File: config.mk
export PLATFORM = sky130hd
export DESIGN_NAME = sfu_stream_fifo
export DESIGN_NICKNAME = d
export VERILOG_FILES = /design/src/rtl/sfu_fifo_pkg.sv /design/src/rtl/sfu_fifo_mem.sv /design/src/rtl/sfu_stream_fifo.sv
export SDC_FILE = /design/constraint.sdc
export NUM_CORES = 1
export LEC_CHECK = 0
export BUFFER_PORTS_ARGS = -buffer_cell sky130_fd_sc_hd__clkbuf_2
export CORE_ASPECT_RATIO = 0.5
export CORE_MARGIN = 3
export CORE_UTILIZATION = 60
export CTS_CLUSTER_DIAMETER = 30
export CTS_CLUSTER_SIZE = 25
export DETAILED_ROUTE_END_ITERATION = 7
export PLACE_DENSITY = 0.82
export SYNTH_ARGS = -nofsm -noshare
export SYNTH_HDL_FRONTEND = slang
export SYNTH_SLANG_ARGS = --single-unit
File: constraint.sdc
create_clock -name clk -period 4.87 [get_ports clk]
set_input_delay 0.974 -clock clk [delete_from_list [all_inputs] [get_ports clk]]
set_output_delay 0.974 -clock clk [all_outputs]
set_load 0.01 [all_outputs]
File: src/rtl/sfu_fifo_pkg.sv
// Shared definitions for the SFU stream FIFO: default geometry, threshold
// defaults, pointer-width helper and the registered status bundle.
package sfu_fifo_pkg;

    localparam int SFU_FIFO_DEFAULT_WIDTH     = 32;
    localparam int SFU_FIFO_DEFAULT_DEPTH     = 16;
    // almost_full default sits this many entries below full
    localparam int SFU_FIFO_DEFAULT_AF_MARGIN = 2;
    localparam int SFU_FIFO_DEFAULT_AE_THRESH = 2;

    // Level field is sized for the largest supported depth (2^15 entries);
    // the top level narrows it to its own pointer width.
    localparam int SFU_FIFO_LEVEL_MAX_W = 16;

    typedef struct packed {
        logic                            full;
        logic                            empty;
        logic                            almost_full;
        logic                            almost_empty;
        logic [SFU_FIFO_LEVEL_MAX_W-1:0] level;
    } sfu_fifo_status_t;

    // Pointers carry one extra wrap bit above the address bits.
    function automatic int sfu_ptr_width(input int depth);
        return $clog2(depth) + 1;
    endfunction

endpackage

File: src/rtl/sfu_fifo_mem.sv
// Storage array for the SFU stream FIFO: one synchronous write port and one
// combinational read port. Contents are deliberately not reset.
module sfu_fifo_mem #(
    parameter int DATA_WIDTH = 32,
    parameter int FIFO_DEPTH = 16
) (
    input  logic                          clk,
    input  logic                          wr_en,
    input  logic [$clog2(FIFO_DEPTH)-1:0] wr_addr,
    input  logic [DATA_WIDTH-1:0]         wr_data,
    input  logic [$clog2(FIFO_DEPTH)-1:0] rd_addr,
    output logic [DATA_WIDTH-1:0]         rd_data
);

    localparam int ADDR_W = $clog2(FIFO_DEPTH);

    logic [DATA_WIDTH-1:0] entry_q [FIFO_DEPTH];

    genvar gi;
    generate
        for (gi = 0; gi < FIFO_DEPTH; gi++) begin : g_entry
            logic [DATA_WIDTH-1:0] entry_reg;

            // Capture write data into this slot when it is the write target
            always_ff @(posedge clk) begin
                if (wr_en && (wr_addr == ADDR_W'(gi))) begin
                    entry_reg <= wr_data;
                end
            end

            assign entry_q[gi] = entry_reg;
        end
    endgenerate

    // Head entry is visible in the same cycle its address is presented
    assign rd_data = entry_q[rd_addr];

endmodule

File: src/rtl/sfu_stream_fifo.sv
// Valid/ready first-word-fall-through FIFO between SFU operand fetch and one
// FPU lane. Wrap-bit pointers, registered level and status flags, synchronous
// flush. Optional macro SFU_FIFO_BYPASS_EN adds a zero-latency path from
// in_data to out_data when the FIFO is empty and the consumer is ready.
module sfu_stream_fifo
    import sfu_fifo_pkg::*;
#(
    parameter int DATA_WIDTH = SFU_FIFO_DEFAULT_WIDTH,
    parameter int FIFO_DEPTH = SFU_FIFO_DEFAULT_DEPTH,
    parameter int AF_THRESH  = FIFO_DEPTH - SFU_FIFO_DEFAULT_AF_MARGIN,
    parameter int AE_THRESH  = SFU_FIFO_DEFAULT_AE_THRESH
) (
    input  logic                        clk,
    input  logic                        rst,
    input  logic                        flush,
    input  logic                        in_valid,
    output logic                        in_ready,
    input  logic [DATA_WIDTH-1:0]       in_data,
    output logic                        out_valid,
    input  logic                        out_ready,
    output logic [DATA_WIDTH-1:0]       out_data,
    output logic [$clog2(FIFO_DEPTH):0] level,
    output logic                        full,
    output logic                        empty,
    output logic                        almost_full,
    output logic                        almost_empty
);

    localparam int PTR_W  = sfu_ptr_width(FIFO_DEPTH);
    localparam int ADDR_W = PTR_W - 1;

    localparam logic [PTR_W-1:0] AF_LVL = PTR_W'(AF_THRESH);
    localparam logic [PTR_W-1:0] AE_LVL = PTR_W'(AE_THRESH);

    // Status seen in the cycle after reset: nothing stored
    localparam sfu_fifo_status_t STATUS_RST = '{
        full:         1'b0,
        empty:        1'b1,
        almost_full:  (AF_THRESH <= 0),
        almost_empty: (AE_THRESH >= 0),
        level:        '0
    };

    logic [PTR_W-1:0]      wr_ptr_reg;
    logic [PTR_W-1:0]      wr_ptr_next;
    logic [PTR_W-1:0]      rd_ptr_reg;
    logic [PTR_W-1:0]      rd_ptr_next;
    logic [PTR_W-1:0]      level_next;
    sfu_fifo_status_t      status_reg;
    sfu_fifo_status_t      status_next;

    logic                  head_valid;
    logic                  bypass_fire;
    logic                  push;
    logic                  pop;
    logic                  wr_en;
    logic                  rd_en;
    logic [DATA_WIDTH-1:0] rd_data;
    logic                  unused_level_hi;

    sfu_fifo_mem #(
        .DATA_WIDTH (DATA_WIDTH),
        .FIFO_DEPTH (FIFO_DEPTH)
    ) u_mem (
        .clk     (clk),
        .wr_en   (wr_en),
        .wr_addr (wr_ptr_reg[ADDR_W-1:0]),
        .wr_data (in_data),
        .rd_addr (rd_ptr_reg[ADDR_W-1:0]),
        .rd_data (rd_data)
    );

    // No pass-through when full, and nothing is accepted during flush/reset
    assign in_ready   = !status_reg.full && !flush && !rst;
    assign head_valid = !status_reg.empty;
    assign push       = in_valid && in_ready;

`ifdef SFU_FIFO_BYPASS_EN
    // Empty FIFO with a ready consumer: hand the producer's word straight over
    assign bypass_fire = status_reg.empty && in_valid && in_ready && out_ready;
`else
    assign bypass_fire = 1'b0;
`endif

    assign out_valid = head_valid || bypass_fire;
    assign pop       = out_valid && out_ready;

    // A bypassed word is consumed without touching storage or pointers
    assign wr_en = push && !bypass_fire;
    assign rd_en = pop && !bypass_fire;

    assign out_data = bypass_fire ? in_data :
                      (head_valid ? rd_data : '0);

    assign level           = status_reg.level[PTR_W-1:0];
    assign full            = status_reg.full;
    assign empty           = status_reg.empty;
    assign almost_full     = status_reg.almost_full;
    assign almost_empty    = status_reg.almost_empty;
    assign unused_level_hi = |status_reg.level[SFU_FIFO_LEVEL_MAX_W-1:PTR_W];

    // Next pointers and the status they imply; flush wins over any transfer
    always_comb begin
        wr_ptr_next = wr_ptr_reg;
        rd_ptr_next = rd_ptr_reg;
        if (flush) begin
            wr_ptr_next = '0;
            rd_ptr_next = '0;
        end else begin
            if (wr_en) begin
                wr_ptr_next = wr_ptr_reg + PTR_W'(1);
            end
            if (rd_en) begin
                rd_ptr_next = rd_ptr_reg + PTR_W'(1);
            end
        end

        level_next = wr_ptr_next - rd_ptr_next;

        status_next              = '0;
        status_next.full         = (wr_ptr_next[PTR_W-1] != rd_ptr_next[PTR_W-1]) &&
                                   (wr_ptr_next[ADDR_W-1:0] == rd_ptr_next[ADDR_W-1:0]);
        status_next.empty        = (wr_ptr_next == rd_ptr_next);
        status_next.almost_full  = (level_next >= AF_LVL);
        status_next.almost_empty = (level_next <= AE_LVL);
        status_next.level        = SFU_FIFO_LEVEL_MAX_W'(level_next);
    end

    // Pointers and status registers move together so flags always match level
    always_ff @(posedge clk) begin
        if (rst) begin
            wr_ptr_reg <= '0;
            rd_ptr_reg <= '0;
            status_reg <= STATUS_RST;
        end else begin
            wr_ptr_reg <= wr_ptr_next;
            rd_ptr_reg <= rd_ptr_next;
            status_reg <= status_next;
        end
    end

endmodule

=== After elaboration in Yosys (flattened, before gate mapping) ===
Cells that the tools add are included.

* Bits in registers: 531
* Logic and storage cells: 82

* Add/subtract/negate cells: 3
* Magnitude comparators: 3
* Equality and inequality tests: 18
* Multiplexer cells: 8
* Bitwise operators: 1
* Reduce and logical (&&, ||, !) cells: 26

{| class="wikitable"
|+ Operators with widths
! operator !! count
|-
| binary-select mux 32 bit (select 4 bit) || 1
|-
| 2-to-1 mux 32 bit || 3
|-
| == test 4 bit (second input constant) || 8
|-
| logical AND 1 bit || 21
|-
| 2-to-1 mux 5 bit || 4
|-
| == test 4 x 3 -> 1 bit (second input constant) || 4
|-
| adder 5 x 1 -> 5 bit (second input constant) || 2
|-
| == test 4 x 2 -> 1 bit (second input constant) || 2
|-
| == test 5 bit || 1
|-
| greater-or-equal comparator 5 x 4 -> 1 bit (second input constant) || 1
|-
| greater-or-equal comparator 5 bit (second input constant) || 1
|-
| <= comparator 5 x 2 -> 1 bit (second input constant) || 1
|-
| inverter 4 -> 5 bit || 1
|-
| subtractor 5 bit || 1
|-
| == test 4 x 1 -> 1 bit (second input constant) || 1
|-
| == test 4 bit || 1
|-
| logical NOT 1 bit || 4
|-
| logical NOT 4 bit || 1
|-
| != test 1 bit || 1
|}

=== Depth between registers and ports, before layout ===
Gate-level depths: netlist of run 1.

* Word-level depth: 8
* Gate-level depth with buffers: 13

=== Modules after synthesis ===
A second synthesis of run 1 with hierarchy kept.

* Cell total of the unflattened synthesis: 947
* Area total of the unflattened synthesis: 20,367.0 µm²

{| class="wikitable"
|+ Modules (own cells, without submodules)
! module !! times used !! cells an instance !! area an instance (µm²) !! seq. area each (µm²)
|-
| sfu_fifo_mem || 1 || 806 || 19,194.7 || 15,374.7
|-
| sfu_stream_fifo || 1 || 141 || 1,172.4 || 380.4
|}

=== Least setup slack after synthesis of run 1 ===
OpenSTA, ideal clock, no wires.

* Kind: input -> register
* From: input flush
* To: register u_mem.g_entry[3].entry_reg[0] (enable)
* Library setup time: 0.461 ns
* Data arrival time: 4.033 ns
* Data required time: 4.409 ns
* Slack: 0.376 ns
* Stages on the path: 4
* Cells stage by stage: buf_6 > nor4b_2 > nand2_1 > nor3_1

* Word-level cells in the longest chain between the ends: 5

{| class="wikitable"
|+ RTL lines
! item !! RTL line !! source
|-
| from (decl) || sfu_stream_fifo.sv:15 || <nowiki>input logic flush,</nowiki>
|-
| logical NOT 1 bit || sfu_stream_fifo.sv:74 || <nowiki>assign in_ready = !status_reg.full && !flush && !rst;</nowiki>
|-
| logical AND 1 bit (2 in series) || sfu_stream_fifo.sv:74 ||
|-
| logical AND 1 bit || sfu_stream_fifo.sv:76 || <nowiki>assign push = in_valid && in_ready;</nowiki>
|-
| logical AND 1 bit || sfu_fifo_mem.sv:26 || <nowiki>if (wr_en && (wr_addr == ADDR_W'(gi))) begin</nowiki>
|-
| to (signal assigned) || sfu_fifo_mem.sv:27 || <nowiki>entry_reg <= wr_data;</nowiki>
|-
| to (decl) || sfu_fifo_mem.sv:22 || <nowiki>logic [DATA_WIDTH-1:0] entry_reg;</nowiki>
|}

Every way passes these cells.
A chain may end at the register's enable or synchronous reset.

=== Final worst setup path of run 1 ===
* From: register rd_ptr_reg[1]
* To: output out_data[22]

* Word-level cells in the longest chain between the ends: 5

{| class="wikitable"
|+ RTL lines
! item !! RTL line !! source
|-
| from (decl) || sfu_stream_fifo.sv:46 || <nowiki>logic [PTR_W-1:0] rd_ptr_reg;</nowiki>
|-
| from (signal assigned) || sfu_stream_fifo.sv:137 || <nowiki>rd_ptr_reg <= rd_ptr_next;</nowiki>
|-
| inverter 4 -> 5 bit (implied by the code) || sfu_fifo_mem.sv:36 || <nowiki>assign rd_data = entry_q[rd_addr];</nowiki>
|-
| binary-select mux 32 bit (select 4 bit) || sfu_fifo_mem.sv:36 ||
|-
| 2-to-1 mux 32 bit (implied by the code) (2 in series) || sfu_fifo_mem.sv:36 ||
|-
| 2-to-1 mux 32 bit || sfu_stream_fifo.sv:93 || <nowiki>(head_valid ? rd_data : '0);</nowiki>
|-
| to (decl) || sfu_stream_fifo.sv:21 || <nowiki>output logic [DATA_WIDTH-1:0] out_data,</nowiki>
|}

Every way passes these cells. The select of a mux whose other input is x is not followed.

==> results.tsv, run 1 <==
stage	metric	value	unit
setup_path	CP Launch Type	register	
finish	Non-Filler Instances	1471	
power	power per cell area	390	nW/um2
logic_synthesis	Syn Std Cell Area	20500	um2
clocking	Hold-fix buffers, CTS	0	
clocking	Longest Clk Path Bufs	3	
logic_synthesis	largest area contributor in the netlist	edfxtp_1	
logic_synthesis	post-synthesis sequential area ratio	77.0	%
global_routing	maximum number of pins on one net before global-route repair	54	
logic_synthesis	Area contributors post-synth	edfxtp_1, mux4_2, dfxtp_1, and2_1, ha_1	
finish	nets@finish	1037	
clocking	post-CTS setup buffer count	0	
finish	share of cells above drive strength 1	36.5	%
routing	drt pass-1 iters	5	
timing	RSZ-0062 raised after global routing	no	
clocking	CTS H-tree depth	2	
routing	antenna-violating nets left	0	
logic_synthesis	Mapped Cells	878	
place	placed cell count	1380	
clocking	Inserted Clock Buffers	49	
run	Max Cap Viol	0	
logic_synthesis	Synth top area share	75.2	%
global_routing	initial antenna violation count	1	
floorplanning	Starting Density	61.3	%
floorplanning	core area	33300	um2
timing	sum of negative setup slack	0	ns
timing	Final Hold Fails	0	
logic_synthesis	Cell variety after synth	35	
logic_synthesis	yosys warns	0	
timing	pins over their slew limit	0	
floorplanning	Die X	267	um
finish	Synth-to-Final Area Change	13.9	%
floorplanning	Die Area	36500	um2
clocking	clk_lat worst skew	0.59	ns
logic_synthesis	average size of a mapped cell	23.3	um2
global_routing	global-route wire length before repair	71000	um
logic_synthesis	main flop type after synthesis	edfxtp_1	
timing	fmax	247	MHz
power	switching portion of total power	21.7	%
floorplanning	# rows	47	
setup_path	highest net fanout along the worst path	41	
setup_path	Req. time, crit path	3.90	ns
routing	DRC	0	
global_routing	GR Overflow Total	0	
clocking	CTS tree	done	
timing	Final period util	83.0	%
global_routing	number of global-route vias before repair	10400	
routing	Vias	10100	
setup_path	crit path DAT	3.07	ns
floorplanning	Chip Height	137	um
setup_path	Crit. End Element	primary output	
setup_path	Crit Path Category	reg -> out	
logic_synthesis	number of synthesized register bits	531	
place	Final Wtd Congestion	0.828	
logic_synthesis	top cells by count, synth	edfxtp_1, mux4_2, and2_1	
finish	antenna diode instance count	0	
power	Peak VDD IR	0.237	mV
clocking	CTS clk-pin slew, worst paths	0.07	ns
timing	Clock Skews	0.0272	ns
finish	fin area	23300	um2
logic_synthesis	post-synthesis async set-or-reset flop share	0	%
routing	WL per Instance	32.8	um
routing	DRT Wirelength	48300	um
power	part of the power in registers	55.1	%
power	Lkg Pwr	7.24	nW
floorplanning	IO Pins	80	
place	Placed Area	21600	um2
timing	worst slew pin tran	1.00	ns
place	hpwl dp	23500	um
logic_synthesis	top-count cell post-synth	edfxtp_1	
logic_synthesis	syn nets	925	
global_routing	gr usage total	27.6	%
clocking	clock sink total	531	
power	Comb power frac	1.7	%
place	port bufs	79	
timing	setup violators final	0	
power	Clk pwr share	43.2	%
hold_path	HP Class	reg -> reg	
routing	initial drt markers	1538	
power	Final Total Pwr	0.00909	W
timing	Slew Limit Headroom	33.1	%
timing	min Tclk post-route	4.04	ns
clocking	post-CTS resize count	0	
routing	DR vias/cell	6.89	
logic_synthesis	EDFF count, synth	512	
power	Cell Int Power	0.00712	W
outcome	status	complete, no violations	
power	Psw	0.00197	W
clocking	CTS root buffer	clkbuf_16	
finish	Largest register FFs	512	
==> cell usage in the layout (no fill, tap or decap), types with 3 or more instances in the layout <==
| cell | instances |
|---|---|
| inv_8 | 4 |
| a21o_1 | 4 |
| nor3_2 | 4 |
| nand4_1 | 3 |
| nor2b_1 | 5 |
| nor2_1 | 10 |
| clkbuf_1 | 3 |
| nand2_1 | 14 |
| clkbuf_16 | 51 |
| edfxtp_1 | 512 |
| dfxtp_1 | 15 |
| nor2_4 | 12 |
| inv_6 | 15 |
| clkinv_4 | 6 |
| inv_1 | 5 |
| clkinvlp_4 | 3 |
| a21oi_1 | 3 |
| buf_4 | 20 |
| and2_1 | 32 |
| nand2b_1 | 5 |
| xnor2_1 | 4 |
| nor3_1 | 9 |
| mux4_2 | 160 |
| clkbuf_2 | 79 |
| clkinv_1 | 3 |
| ha_1 | 9 |
| buf_12 | 8 |
==> final timing paths <==
path / startpoint / end / slack, ns / cells after the start
max: rd_ptr_reg[1] / out_data[22] / 0.83 / 5
min: wr_ptr_reg[4] / wr_ptr_reg[4] / 0.60 / 2
max reg2reg: full / almost_empty / 1.54 / 10
min reg2reg: wr_ptr_reg[4] / wr_ptr_reg[4] / 0.60 / 2
==> worst max-delay path: stages (launching register included) <==
cell and delay (ns):
dfxtp_4 0.78, buf_4 0.45, mux4_2 0.40, mux4_2 0.48, and2_1 0.21, clkbuf_2 0.14
==> metrics by stage <==
step | util [%] | hold slack (ns) | setup slack [ns]
2_1_floorplan | - | 0.528 | 0.376
3_3_place_gp | 64.9 | 0.568 | 1.10
3_5_place_dp | 64.9 | 0.570 | 0.954
4_1_cts | 69.8 | 0.596 | 0.820
5_1_grt | 69.8 | 0.619 | 0.733
6_report | 69.8 | 0.596 | 0.829
==> power groups by stage <==
stage	logic, W	registers (W)	clock network (W)
floorplan	0.0000557	0.00512	0
global placement	0.000138	0.00511	0
detailed placement	0.000147	0.00511	0
CTS	0.000152	0.00501	0.00397
global route	0.000165	0.00501	0.00414
finish	0.000153	0.00501	0.00392
==> logic make-up after synthesis <==
| kind of cell | count (synthesis) | synth area share [%] |
|---|---|---|
| muxes | 160 | 17.6 |
| DFF | 531 | 77.0 |
| buffers and inverters | 51 | 1.02 |
| adders and majority gates | 10 | 0.649 |
| and+or+nand+nor | 100 | 2.64 |
| xor gates and xnor gates | 6 | 0.257 |
| AOI/OAI and AO/OA | 20 | 0.783 |
==> area by class of cell <==
class | count | area (um2)
inverter | 5 | 18.8
sequential | 531 | 15800
timing repair buffer | 107 | 706
fill | 1790 | 10100
tap | 441 | 552
clock buffer | 54 | 1290
clock inverter | 37 | 363
multi-input combinational | 296 | 4600
==> per-layer routing <==
layer  vias up  routed length, um  GRT usage, %
li1       3945                  -             -
met1      5352              18100          38.7
met2       718              24000          44.3
met3       117               4570          5.87
met4         2               1560          10.2
met5         -                 13             0
Note: power is estimated with default switching activity, not from simulation.
==> inputs of run 2 (changes only) <==
--- a/config.mk
+++ b/config.mk
@@ -5,6 +5,7 @@
 export SDC_FILE = /design/constraint.sdc
 export NUM_CORES = 1
 export LEC_CHECK = 0
+export ABC_AREA = 1
 export BUFFER_PORTS_ARGS = -buffer_cell sky130_fd_sc_hd__clkbuf_2
 export CORE_ASPECT_RATIO = 0.5
 export CORE_MARGIN = 3
==> constraint.sdc (replaced) <==
create_clock -name clk -period 3.8 [get_ports clk]
set_input_delay 0.76 -clock clk [delete_from_list [all_inputs] [get_ports clk]]
set_output_delay 0.76 -clock clk [all_outputs]
set_load 0.01 [all_outputs]
==> results.tsv, run 2 <==
stage	metric	value	unit
place	hpwl dp	25500	um
run	Max Cap Viol	0	
clocking	Longest Clk Path Bufs	3	
finish	Synth-to-Final Area Change	13.2	%
finish	leading cell types in the layout, fill and taps excluded	edfxtp_1, nor2_1, o21ai_0	
timing	sum of negative setup slack	0	ns
logic_synthesis	post-synthesis async set-or-reset flop share	0	%
logic_synthesis	syn nets	1669	
place	Final Wtd Congestion	0.857	
logic_synthesis	Synth top area share	73.1	%
hold_path	Worst Hold End	u_mem.g_entry[1].entry_reg[11]	
timing	setup violators final	0	
power	part of the power in registers	54.9	%
logic_synthesis	top cells by count, synth	edfxtp_1, nor2_1, o21ai_0	
timing	fmax	279	MHz
global_routing	number of global-route vias before repair	13500	
place	port bufs	79	
logic_synthesis	Syn Std Cell Area	21000	um2
power	power per cell area	492	nW/um2
finish	Non-Filler Instances	2194	
power	Cell Int Power	0.00915	W
finish	Largest register FFs	512	
global_routing	initial antenna violation count	0	
finish	antenna diode instance count	0	
place	placed cell count	2098	
timing	RSZ-0062 raised after global routing	no	
routing	DR vias/cell	6.34	
floorplanning	core area	33800	um2
finish	share of cells above drive strength 1	13.5	%
routing	drt pass-1 iters	6	
power	Lkg Pwr	7.89	nW
timing	min Tclk post-route	3.59	ns
timing	Final period util	94.5	%
outcome	status	complete, no violations	
setup_path	CP cell instances	buf_12 -> o21ai_0 -> o211ai_1 -> nand3_1 -> a31oi_1 -> clkbuf_2	
logic_synthesis	yosys warns	0	
timing	Final Hold Fails	0	
setup_path	worst r2r path cells	15	
logic_synthesis	average size of a mapped cell	13.0	um2
logic_synthesis	EDFF count, synth	512	
logic_synthesis	main flop type after synthesis	edfxtp_1	
clocking	clock sink total	531	
global_routing	GR Overflow Total	0	
setup_path	Req. time, crit path	3.04	ns
logic_synthesis	top-count cell post-synth	edfxtp_1	
logic_synthesis	Area contributors post-synth	edfxtp_1, nor2_1, o21ai_0, o22ai_1, o211ai_1	
setup_path	CP Launch Type	register	
routing	WL per Instance	22.4	um
power	Peak VDD IR	0.374	mV
clocking	Inserted Clock Buffers	51	
routing	Vias	13900	
global_routing	maximum number of pins on one net before global-route repair	125	
clocking	post-CTS setup buffer count	0	
clocking	post-CTS resize count	0	
logic_synthesis	largest area contributor in the netlist	edfxtp_1	
global_routing	gr usage total	25.9	%
floorplanning	Chip Height	138	um
timing	worst slew pin tran	0.684	ns
setup_path	highest net fanout along the worst path	124	
floorplanning	Die Area	37500	um2
finish	nets@finish	1733	
setup_path	Crit Path Category	reg -> out	
global_routing	global-route wire length before repair	75100	um
setup_path	Crit. End Element	primary output	
finish	leading cell type in the layout, fill and taps excluded	edfxtp_1	
setup_path	slowest stage delay, CP	0.53	ns
hold_path	HP Class	in -> reg	
floorplanning	IO Pins	80	
hold_path	hold path cells	1	
routing	DRT Wirelength	49200	um
setup_path	crit path DAT	2.83	ns
clocking	clk_lat worst skew	0.60	ns
logic_synthesis	number of synthesized register bits	531	
floorplanning	# rows	47	
routing	initial drt markers	1850	
setup_path	r2r startpoint	empty	
timing	pins over their slew limit	0	
setup_path	r2r setup slk	1.18	ns
logic_synthesis	Mapped Cells	1622	
routing	DRC	0	
power	Psw	0.00257	W
power	Comb power frac	2.1	%
timing	Clock Skews	0.0247	ns
setup_path	reg-to-reg critical path endpoint	almost_empty	
power	switching portion of total power	22.0	%
floorplanning	Die X	271	um
timing	Slew Limit Headroom	54.3	%
floorplanning	Starting Density	62.2	%
routing	antenna-violating nets left	0	
hold_path	Hold Crit Start	in_data[11]	
logic_synthesis	Cell variety after synth	35	
clocking	Hold-fix buffers, CTS	0	
clocking	CTS clk-pin slew, worst paths	0.07	ns
clocking	CTS H-tree depth	2	
setup_path	Slowest-stage cell, CP	dfxtp_4	
clocking	CTS root buffer	clkbuf_16	
clocking	CTS tree	done	
power	Clk pwr share	43.0	%
logic_synthesis	post-synthesis sequential area ratio	74.9	%
run 2: changes by cell type after synthesis, sizes merged, moves of 31 or more:
cell / delta
and2: -32
clkbuf: +31
mux4: -160
nand2: +91
nand3: +37
nor2: +320
o211ai: +57
o21ai: +261
o22ai: +70
run 2: area by class of cell:
| cell class | instances | area, um2 |
|---|---|---|
| clock buffer | 54 | 1290 |
| clock inverter | 42 | 414 |
| fill | 2002 | 10000 |
| inverter | 35 | 141 |
| multi-input combinational | 949 | 4730 |
| sequential | 531 | 15800 |
| tap | 465 | 582 |
| timing repair buffer | 118 | 888 |
run 2: through the flow:
step	power [W]	util, %	area, um2	hold slack (ns)	worst slack (ns)
5_1_grt	0.0120	70.4	23800	0.554	0.144
6_report	0.0117	70.4	23800	0.549	0.210
2_1_floorplan	0.00667	-	21000	0.539	0.651
4_1_cts	0.0118	70.4	23800	0.526	0.280
3_3_place_gp	0.00679	65.4	22100	0.616	0.708
3_5_place_dp	0.00680	65.4	22100	0.638	0.624
run 2: per-layer routing:
layer,track usage (%),up-vias,share of wire [%]
li1,-,6136,-
met1,35.2,6751,38
met2,42.1,891,48
met3,4.95,138,10
met4,9.80,0,3.2
met5,0,-,0
run 2: how the worst max path moves through the flow:
stage               slack, ns                             end           from
detailed placement       0.62                    almost_empty            rst
CTS                      0.28                    out_data[31]  rd_ptr_reg[2]
global route             0.14                     out_data[0]  rd_ptr_reg[1]
global placement         0.71                    almost_empty            rst
finish                   0.21                    out_data[31]  rd_ptr_reg[1]
floorplan                0.65  u_mem.g_entry[11].entry_reg[0]          flush
run 2: kinds of logic (layout without fill, tap and decap cells):
family | Yosys count | in the layout | share of synthesized area [%]
AOI/OAI and AO/OA | 438 | 438 | 11.8
xor gates and xnor gates | 2 | 2 | 0.0833
adders and majority gates | 10 | 10 | 0.631
buffers and inverters | 142 | 249 | 3.21
DFF | 531 | 531 | 74.9
and+or+nand+nor | 499 | 499 | 9.32
run 2: power groups by stage:
stage | Clock, W | Sequential (W) | Combinational (W)
after global routing | 0.00531 | 0.00643 | 0.000272
final | 0.00504 | 0.00643 | 0.000247
after global placement | 0 | 0.00656 | 0.000232
after detailed placement | 0 | 0.00656 | 0.000240
after floorplan | 0 | 0.00656 | 0.000112
after CTS | 0.00508 | 0.00643 | 0.000244
run 2: worst max-delay path: cells and delay by family, from the launching register on:
family / cells / cell delay [ns]
AOI/OAI and AO/OA: 3 / 0.77
buffers and inverters: 2 / 0.54
DFF: 1 / 0.53
and+or+nand+nor: 1 / 0.27
==> inputs of run 3 (changes only) <==
--- a/config.mk
+++ b/config.mk
@@ -5,8 +5,8 @@
 export SDC_FILE = /design/constraint.sdc
 export NUM_CORES = 1
 export LEC_CHECK = 0
-export ABC_AREA = 1
 export BUFFER_PORTS_ARGS = -buffer_cell sky130_fd_sc_hd__clkbuf_2
+export CAP_MARGIN = 20
 export CORE_ASPECT_RATIO = 0.5
 export CORE_MARGIN = 3
 export CORE_UTILIZATION = 60
==> results.tsv, run 3 (synthesis gave the netlist of run 1 again) <==
stage	metric	value	unit
routing	initial drt markers	1536	
place	port bufs	79	
clocking	CTS root buffer	clkbuf_16	
finish	Non-Filler Instances	1486	
timing	sum of negative setup slack	0	ns
finish	Largest register FFs	512	
clocking	Inserted Clock Buffers	53	
floorplanning	Die Area	36500	um2
clocking	CTS H-tree depth	2	
global_routing	maximum number of pins on one net before global-route repair	71	
finish	leading cell types in the layout, fill and taps excluded	edfxtp_1, mux4_2, clkbuf_2	
global_routing	global-route wire length before repair	74000	um
clocking	CTS clk-pin slew, worst paths	0.07	ns
floorplanning	Die X	267	um
place	hpwl dp	22600	um
timing	RSZ-0062 raised after global routing	no	
setup_path	slowest stage delay, CP	0.55	ns
timing	Final Hold Fails	0	
finish	nets@finish	1047	
routing	DRC	0	
place	Final Wtd Congestion	0.829	
routing	DR WL met3	6500	um
setup_path	CP dominant cell by count	mux4_2	
routing	antenna-violating nets left	0	
finish	fin area	23700	um2
timing	setup violators final	0	
setup_path	Buf+Inv Stages, Crit Path	2	
timing	fmax	270	MHz
setup_path	CP cell instances	buf_12 -> mux4_2 -> mux4_2 -> and2_1 -> clkbuf_2	
timing	Final period util	97.3	%
clocking	clk_lat worst skew	0.60	ns
power	Psw	0.00274	W
routing	DR vias/cell	6.99	
clocking	CTS tree	done	
place	Placed Area	21800	um2
power	Cell Int Power	0.00952	W
setup_path	crit path DAT	2.94	ns
routing	Vias	10400	
setup_path	Crit Path Category	reg -> out	
power	power per cell area	518	nW/um2
timing	min Tclk post-route	3.70	ns
floorplanning	Starting Density	61.3	%
timing	Clock Skews	0.0277	ns
finish	leading cell type in the layout, fill and taps excluded	edfxtp_1	
setup_path	CP Launch Type	register	
setup_path	Slowest-stage cell, CP	dfxtp_4	
timing	worst slew pin tran	0.729	ns
clocking	Longest Clk Path Bufs	3	
routing	routed wl met2	25000	um
clocking	clock sink total	531	
power	Peak VDD IR	0.286	mV
timing	Slew Limit Headroom	51.4	%
finish	fillers	1686	
setup_path	highest net fanout along the worst path	70	
routing	max layer used	met4	
routing	Met1 Wirelength	18800	um
power	Comb power frac	1.7	%
global_routing	number of global-route vias before repair	10600	
setup_path	Req. time, crit path	3.04	ns
power	Lkg Pwr	7.39	nW
global_routing	GR Overflow Total	0	
routing	WL per Instance	35.1	um
power	part of the power in registers	52.4	%
routing	drt pass-1 iters	7	
run	Max Cap Viol	0	
finish	Synth-to-Final Area Change	15.8	%
global_routing	initial antenna violation count	1	
power	switching portion of total power	22.4	%
routing	DRT Wirelength	52100	um
setup_path	Top delay family on crit path	multiplexers	
floorplanning	Chip Height	137	um
hold_path	HP Class	in -> reg	
floorplanning	core area	33300	um2
global_routing	gr usage total	28.9	%
finish	share of cells above drive strength 1	37.7	%
floorplanning	# rows	47	
power	Clk pwr share	46.0	%
place	placed cell count	1385	
outcome	status	complete, no violations	
setup_path	Crit. End Element	primary output	
timing	pins over their slew limit	0	
floorplanning	IO Pins	80	
-- run 3: cell types whose count changed in the layout (fill, tap and decap cells not counted), moves of 27 or more --
cell,delta
o21ai_0,-236
nand2_1,-91
nor2_1,-314
and2_1,+32
mux4_2,+160
a31oi_1,-27
o211ai_1,-57
nand3_1,-37
o22ai_1,-70
-- run 3: through the flow --
step | total power [W] | utilization [%] | setup slack (ns) | hold WS (ns)
after CTS | 0.0123 | 70.9 | 0.0618 | 0.488
final | 0.0123 | 71.0 | 0.101 | 0.513
after global routing | 0.0125 | 71.0 | 0.0351 | 0.521
after global placement | 0.00673 | 65.3 | 0.597 | 0.549
after floorplan | 0.00663 | - | 0.373 | 0.528
after detailed placement | 0.00674 | 65.3 | 0.445 | 0.568
-- run 3: layout make-up --
class	instances	area [um2]	area share [%]
Sequential cell	531	15800	66.6
Multi-Input combinational cell	296	4620	19.5
Clock buffer	56	1370	5.78
Timing Repair Buffer	113	838	3.54
Tap cell	441	552	2.33
Clock inverter	43	517	2.18
Inverter	5	18.8	0.0792
Antenna cell	1	2.50	0.0106
-- run 3: path summary, 6_finish.rpt --
| check | start | to | slack (ns) | cells past startpoint |
|---|---|---|---|---|
| worst max-delay path | rd_ptr_reg[1] | out_data[14] | 0.10 | 5 |
| worst min-delay path | flush | wr_ptr_reg[4] | 0.51 | 2 |
| worst max register to register | rd_ptr_reg[1] | almost_empty | 0.38 | 10 |
| worst min register to register | rd_ptr_reg[4] | rd_ptr_reg[4] | 0.62 | 3 |
-- run 3: power by group through the flow --
| stage | Sequential, W | Clock [W] | Combinational (W) |
|---|---|---|---|
| floorplan | 0.00656 | 0 | 0.0000715 |
| global placement | 0.00655 | 0 | 0.000175 |
| detailed placement | 0.00655 | 0 | 0.000189 |
| CTS | 0.00642 | 0.00567 | 0.000197 |
| global route | 0.00642 | 0.00588 | 0.000217 |
| finish | 0.00642 | 0.00563 | 0.000203 |
-- run 3: metal layers --
| layer | up-vias | GRT usage [%] |
|---|---|---|
| met1 | 5351 | 40.4 |
| li1 | 3982 | - |
| met5 | - | 0 |
| met2 | 888 | 46.0 |
| met3 | 160 | 6.66 |
| met4 | 0 | 10.9 |
-- run 3: what timing repair did --
action | in CTS | in global routing
resized for setup | 0 | 1
hold buffers | 0 | 0
endpoints found under the setup margin | 0 | 1
buffers inserted | 0 | 0
